`config.mk`:
```
export PLATFORM = sky130hd
export DESIGN_NAME = obi_amo_arbiter
export DESIGN_NICKNAME = d
export VERILOG_FILES = /design/src/rtl/obi_pkg.sv /design/src/rtl/fifo_v3.sv /design/src/rtl/obi_amo_arbiter.sv
export SDC_FILE = /design/constraint.sdc
export NUM_CORES = 1
export LEC_CHECK = 0
export CAP_MARGIN = 20
export CORE_MARGIN = 3
export CORE_UTILIZATION = 57
export DETAILED_ROUTE_END_ITERATION = 7
export PLACE_DENSITY = 0.95
export SKIP_CTS_REPAIR_TIMING = 1
export SLEW_MARGIN = 30
export SYNTH_ARGS = -nofsm -noshare
export SYNTH_HDL_FRONTEND = slang
export SYNTH_SLANG_ARGS = --single-unit
```
`constraint.sdc`:
```
create_clock -name clk_i -period 9.9 [get_ports clk_i]
set_input_delay 2.475 -clock clk_i [delete_from_list [all_inputs] [get_ports clk_i]]
set_output_delay 2.475 -clock clk_i [all_outputs]
set_load 0.1 [all_outputs]
```
`src/rtl/obi_pkg.sv`:
```
// rtl/obi_pkg.sv - shared types and helpers for the OBI atomic-aware arbiter
//
// Contents:
//   arb_state_e : arbiter FSM state (ARB = normal round-robin, LOCKED = atomic in flight)
//   sel_width() : index width for a count of items, never less than one bit
package obi_pkg;

  typedef enum logic {
    ARB    = 1'b0,
    LOCKED = 1'b1
  } arb_state_e;

  function automatic int unsigned sel_width(input int unsigned n);
    return (n > 1) ? $clog2(n) : 1;
  endfunction

endpackage

```
`src/rtl/fifo_v3.sv`:
```
// rtl/fifo_v3.sv - synchronous FIFO holding transaction IDs in issue order
//
// Ports:
//   clk_i   : clock, rising edge
//   flush_i : synchronous clear of pointers and count (used as the reset)
//   push_i  : write data_i; accepted when not full or when popping the same cycle
//   data_i  : entry to write
//   pop_i   : drop the head entry; ignored when empty
//   data_o  : head entry
//   full_o  : DEPTH entries held
//   empty_o : no entries held
//   usage_o : number of entries held (0..DEPTH)
module fifo_v3 #(
  parameter int unsigned DATA_WIDTH = 1,
  parameter int unsigned DEPTH      = 4,
  parameter int unsigned ADDR_W     = (DEPTH > 1) ? $clog2(DEPTH) : 1
) (
  input  logic                  clk_i,
  input  logic                  flush_i,
  input  logic                  push_i,
  input  logic [DATA_WIDTH-1:0] data_i,
  input  logic                  pop_i,
  output logic [DATA_WIDTH-1:0] data_o,
  output logic                  full_o,
  output logic                  empty_o,
  output logic [ADDR_W:0]       usage_o
);

  localparam int unsigned CntW = ADDR_W + 1;

  logic [DATA_WIDTH-1:0] mem_q [DEPTH];
  logic [ADDR_W-1:0]     wptr_q;
  logic [ADDR_W-1:0]     rptr_q;
  logic [CntW-1:0]       cnt_q;
  logic                  do_push;
  logic                  do_pop;

  function automatic logic [ADDR_W-1:0] inc(input logic [ADDR_W-1:0] p);
    return (p == ADDR_W'(DEPTH - 1)) ? '0 : p + 1'b1;
  endfunction

  assign full_o  = (cnt_q == CntW'(DEPTH));
  assign empty_o = (cnt_q == '0);
  assign usage_o = cnt_q;
  assign data_o  = mem_q[rptr_q];
  assign do_pop  = pop_i & ~empty_o;
  // A full FIFO still takes a push when the head leaves in the same cycle.
  assign do_push = push_i & (~full_o | do_pop);

  always_ff @(posedge clk_i) begin
    if (flush_i) begin
      wptr_q <= '0;
      rptr_q <= '0;
      cnt_q  <= '0;
    end else begin
      if (do_push) begin
        mem_q[wptr_q] <= data_i;
        wptr_q        <= inc(wptr_q);
      end
      if (do_pop) begin
        rptr_q <= inc(rptr_q);
      end
      if (do_push && !do_pop) begin
        cnt_q <= cnt_q + 1'b1;
      end else if (!do_push && do_pop) begin
        cnt_q <= cnt_q - 1'b1;
      end
    end
  end

endmodule

```
`src/rtl/obi_amo_arbiter.sv`:
```
// rtl/obi_amo_arbiter.sv - round-robin OBI arbiter that serialises atomic operations
//
// Ports:
//   clk_i        : clock, rising edge
//   rst_i        : synchronous active-high reset
//   req_i        : per-port OBI req
//   atop_i       : per-port flag, pending request is an atomic
//   gnt_o        : per-port OBI gnt, one-hot or zero
//   sel_o        : A-channel mux select (winning port)
//   mgr_req_o    : req toward the shared subordinate
//   mgr_gnt_i    : gnt from the shared subordinate
//   mgr_rvalid_i : in-order rvalid from the subordinate
//   rvalid_o     : rvalid routed to the originating port, one-hot or zero
//   rsel_o       : R-channel demux select (ID FIFO head)
//   locked_o     : an atomic is outstanding
module obi_amo_arbiter
  import obi_pkg::*;
#(
  parameter int unsigned NumReq   = 2,
  parameter int unsigned MaxTrans = 4,
  parameter int unsigned SelWidth = sel_width(NumReq)
) (
  input  logic                clk_i,
  input  logic                rst_i,
  input  logic [NumReq-1:0]   req_i,
  input  logic [NumReq-1:0]   atop_i,
  output logic [NumReq-1:0]   gnt_o,
  output logic [SelWidth-1:0] sel_o,
  output logic                mgr_req_o,
  input  logic                mgr_gnt_i,
  input  logic                mgr_rvalid_i,
  output logic [NumReq-1:0]   rvalid_o,
  output logic [SelWidth-1:0] rsel_o,
  output logic                locked_o
);

  localparam int unsigned AddrW = sel_width(MaxTrans);

  arb_state_e          state_q, state_d;
  logic [SelWidth-1:0] ptr_q;
  logic                held_v_q;
  logic [SelWidth-1:0] held_idx_q;
  logic [AddrW:0]      older_q, older_d;
  logic [SelWidth-1:0] scan_win, cand, win, head;
  logic                found;
  logic                fifo_full, fifo_empty;
  logic [AddrW:0]      usage;
  logic                pop, issue_ok, handshake;

  // First requester at or after the priority pointer, wrapping past NumReq-1.
  always_comb begin
    scan_win = ptr_q;
    cand     = ptr_q;
    found    = 1'b0;
    for (int i = 0; i < NumReq; i++) begin
      if (!found && req_i[cand]) begin
        found    = 1'b1;
        scan_win = cand;
      end
      cand = (cand == SelWidth'(NumReq - 1)) ? '0 : cand + 1'b1;
    end
  end

  // A port that was selected but not yet granted keeps the selection, so a
  // late-arriving higher-priority port cannot cut in, including while an
  // atomic waits for older responses to drain.
  assign win = (held_v_q && req_i[held_idx_q]) ? held_idx_q : scan_win;

  assign pop       = mgr_rvalid_i & ~fifo_empty & ~rst_i;
  assign issue_ok  = (state_q == ARB) & ~(fifo_full & ~pop)
                   & ~(atop_i[win] & ~fifo_empty) & ~rst_i;
  assign mgr_req_o = (|req_i) & issue_ok;
  assign handshake = mgr_req_o & mgr_gnt_i;
  assign gnt_o     = handshake ? (NumReq'(1) << win) : '0;
  assign sel_o     = rst_i ? '0 : win;
  assign rvalid_o  = pop ? (NumReq'(1) << head) : '0;
  assign rsel_o    = rst_i ? '0 : head;
  assign locked_o  = (state_q == LOCKED) & ~rst_i;

  fifo_v3 #(
    .DATA_WIDTH (SelWidth),
    .DEPTH      (MaxTrans),
    .ADDR_W     (AddrW)
  ) i_id_fifo (
    .clk_i   (clk_i),
    .flush_i (rst_i),
    .push_i  (handshake),
    .data_i  (win),
    .pop_i   (pop),
    .data_o  (head),
    .full_o  (fifo_full),
    .empty_o (fifo_empty),
    .usage_o (usage)
  );

  always_ff @(posedge clk_i) begin
    if (rst_i) begin
      state_q    <= ARB;
      ptr_q      <= '0;
      held_v_q   <= 1'b0;
      held_idx_q <= '0;
      older_q    <= '0;
    end else begin
      state_q    <= state_d;
      older_q    <= older_d;
      if (handshake) begin
        ptr_q <= (win == SelWidth'(NumReq - 1)) ? '0 : win + 1'b1;
      end
      held_v_q   <= (|req_i) & ~handshake;
      held_idx_q <= win;
    end
  end

  // older counts entries queued ahead of the atomic; only the pop that finds
  // it at zero retires the atomic itself.
  always_comb begin
    state_d = state_q;
    older_d = older_q;
    case (state_q)
      ARB: begin
        if (handshake && atop_i[win]) begin
          state_d = LOCKED;
          older_d = usage;
        end
      end
      LOCKED: begin
        if (pop) begin
          if (older_q == '0) begin
            state_d = ARB;
          end else begin
            older_d = older_q - 1'b1;
          end
        end
      end
      default: state_d = ARB;
    endcase
  end

  a_rvalid_with_entry : assert property (
    @(posedge clk_i) disable iff (rst_i) mgr_rvalid_i |-> !fifo_empty);

  for (genvar k = 0; k < NumReq; k++) begin : gen_req_stable
    a_req_held : assert property (
      @(posedge clk_i) disable iff (rst_i) (req_i[k] && !gnt_o[k]) |=> req_i[k]);
  end

endmodule

```
Word level (Yosys, flattened, before mapping)
Memories as Yosys holds them, arrays and structs flattened. A register that Yosys moved wholly into a read port is not among the register bits.
Index checks and enable logic that the tools add are counted.
{ "classes": {"n_eq_ne": 6, "order_cmp": 4, "bitwise": 22, "shift": 2, "n_addsub": 7, "reduce_logical": 13, "n_mux": 34} }
{ "ops": {"columns": ["operator", "n"], "rows": [
  ["2-to-1 mux 1 bit", 21],
  ["2-to-1 mux 3 bit", 5],
  ["AND 1 bit", 13],
  ["2-to-1 mux 2 bit", 6],
  ["< comparator 1 x 2 -> 1 bit (second input constant)", 4],
  ["NOT 1 bit", 8],
  ["zero test 3 bit", 2],
  ["case mux 3 bit (2 select lines)", 1],
  ["subtractor 3 x 1 -> 3 bit (second input constant)", 2],
  ["logical AND 1 bit", 5],
  ["adder 2 x 1 -> 2 bit (second input constant)", 2],
  ["equality test 2 bit (second input constant)", 2],
  ["!= test 2 x 1 -> 1 bit (second input constant)", 2],
  ["left shift 1 x 1 -> 2 bit (first input constant)", 2],
  ["adder 3 x 1 -> 3 bit (second input constant)", 1],
  ["equality test 3 bit (second input constant)", 1],
  ["zero test 1 bit", 3],
  ["AND reduction 3 bit", 1],
  ["adder 1 bit (second input constant)", 2],
  ["!= test 2 bit (second input constant)", 1],
  ["case mux 1 bit (2 select lines)", 1],
  ["nonzero test 2 bit", 1],
  ["OR reduction 2 bit", 1],
  ["OR 1 bit", 1]
]} }
{ "word_totals": {"mem_count": 1, "reg_bits": 14, "elab_cells": 97, "input_bits": 8, "out_inout_bits": 8, "ram_bits": 4} }
{ "mem_list": {"columns": ["memory", "words", "width", "read_ports", "rd_clocked_by_memory_dff", "wr", "line_no", "rtl"], "rows": [
  ["i_id_fifo.mem_q", 4, 1, 1, 1, 1, "fifo_v3.sv:31", "logic [DATA_WIDTH-1:0] mem_q [DEPTH];"]
]} }

Logic depth before layout (Yosys ltp)
{ "logic_depth": {"word_depth": 20, "depth_mapped": 12, "depth_no_buf": 11} }

By module
A second synthesis with hierarchy kept.
{ "unflattened": {"cells_unflattened": 117, "area_unflattened_um2": 1162.4} }
{ "modules_own_cells": {"columns": ["module", "cells_each", "seq_area_each_um2", "area_per_inst_um2", "instances"], "rows": [
  ["fifo_v3", 54, 300.3, 638.1, 1],
  ["obi_amo_arbiter", 63, 140.1, 524.3, 1]
]} }

Worst setup path after synthesis
No wires, ideal clock.
{ "synth_path": {"path_type": "input to output", "start": "input port rst_i", "end": "output port gnt_o[0]", "stages": 6, "required_ns": 7.425, "slack_ns": 2.723, "arrival_ns": 4.702, "path_buffers": 1, "path_cell_list": "buf_2 o21bai_1 nor3_1 nand2_1 a311o_4 nor2_1"} }
{ "synth_via": {"elab_chain_len": 11} }
{ "synth_rtl": {"columns": ["element", "line_no", "rtl"], "rows": [
  ["from (decl)", "obi_amo_arbiter.sv:24", "input logic rst_i,"],
  ["NOT 1 bit (*)", "obi_amo_arbiter.sv:69, obi_amo_arbiter.sv:71", null],
  ["AND 1 bit", "obi_amo_arbiter.sv:69", "assign pop = mgr_rvalid_i & ~fifo_empty & ~rst_i;"],
  ["NOT 1 bit", "obi_amo_arbiter.sv:70", "assign issue_ok = (state_q == ARB) & ~(fifo_full & ~pop)"],
  ["AND 1 bit", "obi_amo_arbiter.sv:70", null],
  ["NOT 1 bit", "obi_amo_arbiter.sv:70", null],
  ["AND 1 bit", "obi_amo_arbiter.sv:70", null],
  ["AND 1 bit", "obi_amo_arbiter.sv:71", "& ~(atop_i[win] & ~fifo_empty) & ~rst_i;"],
  ["AND 1 bit (*)", "obi_amo_arbiter.sv:71", null],
  ["AND 1 bit (*)", "obi_amo_arbiter.sv:72", "assign mgr_req_o = (|req_i) & issue_ok;"],
  ["AND 1 bit (*)", "obi_amo_arbiter.sv:73", "assign handshake = mgr_req_o & mgr_gnt_i;"],
  ["2-to-1 mux 2 bit (*)", "obi_amo_arbiter.sv:74", "assign gnt_o = handshake ? (NumReq'(1) << win) : '0;"],
  ["to (decl)", "obi_amo_arbiter.sv:27", "output logic [NumReq-1:0] gnt_o,"]
]} }
Mark *: on every way between the ends. The rest lies on a longest branch, timed or not.

Worst setup path after layout
{ "layout_path": {"start": "input port rst_i", "end": "output port gnt_o[1]"} }
The elaborated chain is that of the path after synthesis.

==> impl_results.md <==
* Buffers & Inverters on Critical Path at 3
* Post-synth top flop: dfxtp_1
* Worst r2r dst: i_id_fifo.usage_o[2]
* Initial drt markers at 26
* Antenna cells at 0
* Hold endpoint: older_q[0]
* Leak at 0.000565 uW
* RSZ-0062 raised after global routing: false
* Site row count at 15
* Sequential share of the synthesized area at 38.3%
* Yosys warnings at 0
* Die Ht at 50.9 um
* Vias in the first global route at 873
* # setup viols final at 0
* Crit Path Max Fanout at 18
* Critical path type: input pin to output port
* Hold Path Stages at 2
* Die ar. at 2590 um^2
* Compound-Gate Fraction of Synth Area at 14.8%
* Critical path arrival at 5.63 ns
* Ys async rst share at 0%
* Shortest period the worst path allows at 8.11 ns
* Clk_lat worst skew at 0.30 ns
* First-pass GRT wire length at 3.71 mm
* Clock skew at 0.00504 ns
* Most frequent cells in the layout: dfxtp_1 (16), clkdlybuf4s50_1 (15), nor2_1 (12), ha_1 (8)
* Post-Syn Nets at 131
* Mean Syn Cell Area at 10.1 um^2
* Min-delay src: older_q[0]
* Nets at 147
* Count of final hold-check violations at 0
* Max_slew headroom at 35.1%
* XOR/XNOR share of the synthesized area at 1.52%
* CP startpoint kind: input pin
* Setup TNS at 0 ns
* Post-DRT Antenna Nets at 0
* Max VDD drop at 162 uV
* Clock buffer depth at 2
* P&R area growth vs syn at 18.3%
* Overflow after GRT at 0
* Largest family of logic cells by synthesized area: simple AND/OR/NAND/NOR gates
* Int Power at 208 uW
* Fraction of layout cells with a size suffix above 1 at 14.7%
* Net Sw Frac at 41.9%
* Clk pwr share at 18.3%
* Critical path endpoint category: output port
* Clk sinks at 20
* Reg clk slew, reported paths at 0.11 ns
* Total wire length at 2.12 mm
* Commonest non-fill, non-tap cell in the layout: dfxtp_1
* Hpwl dp at 1.63 mm
* Core area at 1820 um^2
* Sw power at 150 uW
* CP cell instances: clkdlybuf4s50_1 -> o21bai_1 -> nor3_1 -> nand2_1 -> a311o_4 -> inv_2 -> and2_1 -> clkdlybuf4s50_1
* Mapped Area at 1150 um^2
* CP required at 7.43 ns
* Yosys cell types at 44
* Gate power share at 47.6%
* Reg power frac at 34.1%
* Mux cell area share after synthesis at 6.31%
* Drt via density at 5.63
* Pre-Repair DR Iteration Count at 4
* Register-to-Register Path Depth at 11
* Cells after Synth at 114
* Max Slew Vio Count at 0
* Achievable frequency at 0.123 GHz
* Hold crit path type: flip-flop to flip-flop
* Starting Density at 63.2%
* Simple-Gate Fraction of Synth Area at 23.9%
* Initial antenna violation count at 0
* Routed len/inst at 13.8 um
* CP max stage delay at 1.13 ns
* Htree depth at 1
* Final Cycle Share at 81.9%
* Largest net degree at the start of global routing at 19
* Adder-cell area share of the yosys netlist at 10.4%
* Worst reg-to-reg setup slack at 6.93 ns
* Routed vias at 867
* Remaining DRCs at 0
* CP max-delay cell: clkdlybuf4s50_1
* GPL Wtd Cong at 0.797
* CP delay by family, top: buffers and inverters
* Outcome: finished clean
* Die width at 50.9 um
* CP dominant cell by count: clkdlybuf4s50_1
* I/O Pins at 16
* Final core occ at 74.7%
* RR Startpoint: i_id_fifo.usage_o[2]
* CTS tree: done
* I/O Buffers at 15
* MaxCap Viol Count at 0
* CTS buffer count at 3
* Root buf cell: clkbuf_4
* Actual slew at the worst max-slew pin at 0.971 ns
* Post-synth EDFFs at 4
* Synth Register Bits at 20
* P per Cell Area at 264 nW/um^2
* Total GRT Usage at 18.6%
[Yosys cell counts, drive strengths merged, types with 2 or more instances]
| master | n | area [um^2] |
|---|---|---|
| a21boi | 2 | 30.0 |
| a21oi | 6 | 30.0 |
| and2 | 7 | 43.8 |
| buf | 2 | 16.3 |
| clkbuf | 2 | 7.51 |
| dfxtp | 16 | 320 |
| edfxtp | 4 | 120 |
| ha | 8 | 100 |
| inv | 8 | 30.0 |
| mux2 | 2 | 30.0 |
| mux2i | 2 | 20.0 |
| nand2 | 4 | 17.5 |
| nand2b | 5 | 31.3 |
| nand3b | 2 | 15.0 |
| nor2 | 12 | 45.0 |
| nor2b | 3 | 18.8 |
| nor3 | 3 | 20.0 |
| o21ai | 2 | 10.0 |
| o31ai | 4 | 40.0 |
| or3 | 3 | 25.0 |
| xor2 | 2 | 17.5 |
[registers in the layout (all words and copies together) (netlist names), named ones only]
name / flops
i_id_fifo.mem_q: 4
i_id_fifo.usage_o: 3
older_q: 3
i_id_fifo.rptr_q: 2
i_id_fifo.wptr_q: 2
held_idx_q: 1
held_v_q: 1
ptr_q: 1
state_q: 1
[cell type report]
| type | count | area [um^2] |
|---|---|---|
| sequential | 20 | 440 |
| timing repair buffer | 15 | 150 |
| inverter | 8 | 30.0 |
| clock buffer | 3 | 22.5 |
| fill | 136 | 460 |
| tap | 25 | 31.3 |
| multi-input combinational | 82 | 656 |
| clock inverter | 1 | 30.0 |
[worst max path at each step]
stage,end,slack (ns),start,depth (start not counted)
2_1_floorplan,gnt_o[0],2.72,rst_i,6
6_report,gnt_o[1],1.79,rst_i,8
5_1_grt,gnt_o[1],1.61,rst_i,8
3_3_place_gp,gnt_o[1],1.89,rst_i,8
4_1_cts,gnt_o[1],1.78,rst_i,8
3_5_place_dp,gnt_o[1],1.80,rst_i,8
[power by group through the flow]
stage,registers (uW),logic [uW],clock network (uW)
floorplan,118,138,0
global placement,122,162,0
detailed placement,124,168,0
CTS,122,170,66.3
global route,127,184,70.9
finish,122,171,65.6
[cells by family (layout without fill, tap and decap cells)]
group	count (synthesis)	count (layout)
AO/OA/AOI/OAI	20	20
XOR/XNOR	2	2
adder cells (fa/ha/maj)	9	9
buffers and inverters	12	27
flip-flops	20	20
multiplexers	5	5
AND/OR/NAND/NOR	46	46
[worst reg2reg max path: cells and delay by family (launching register included)]
kind | cells | cell delay (ns)
and+or+nand+nor | 4 | 1.02
adders and majority gates | 2 | 0.57
AOI/OAI and AO/OA | 2 | 0.56
DFF | 1 | 0.38
xor gates and xnor gates | 1 | 0.19
buffers and inverters | 2 | 0.18
[metal layers]
metal / share of wire (%) / track usage (%) / wire length [um]
met1: 43 / 21.2 / 906
met2: 48 / 34.3 / 1020
met3: 5.1 / 2.92 / 109
met4: 4.2 / 6.73 / 88
met5: 0 / 0 / 0
[through the flow]
step | cell area (um^2) | hold slack [ns] | setup slack (ns) | total power (uW) | instances
floorplan | 1150 | 0.443 | 2.72 | 256 | 114
global placement | 1310 | 0.463 | 1.89 | 284 | 150
detailed placement | 1310 | 0.474 | 1.80 | 292 | 150
CTS | 1360 | 0.497 | 1.78 | 359 | 154
global route | 1360 | 0.519 | 1.61 | 381 | 154
finish | 1360 | 0.505 | 1.79 | 359 | 154
(Power assumes the default switching activity.)
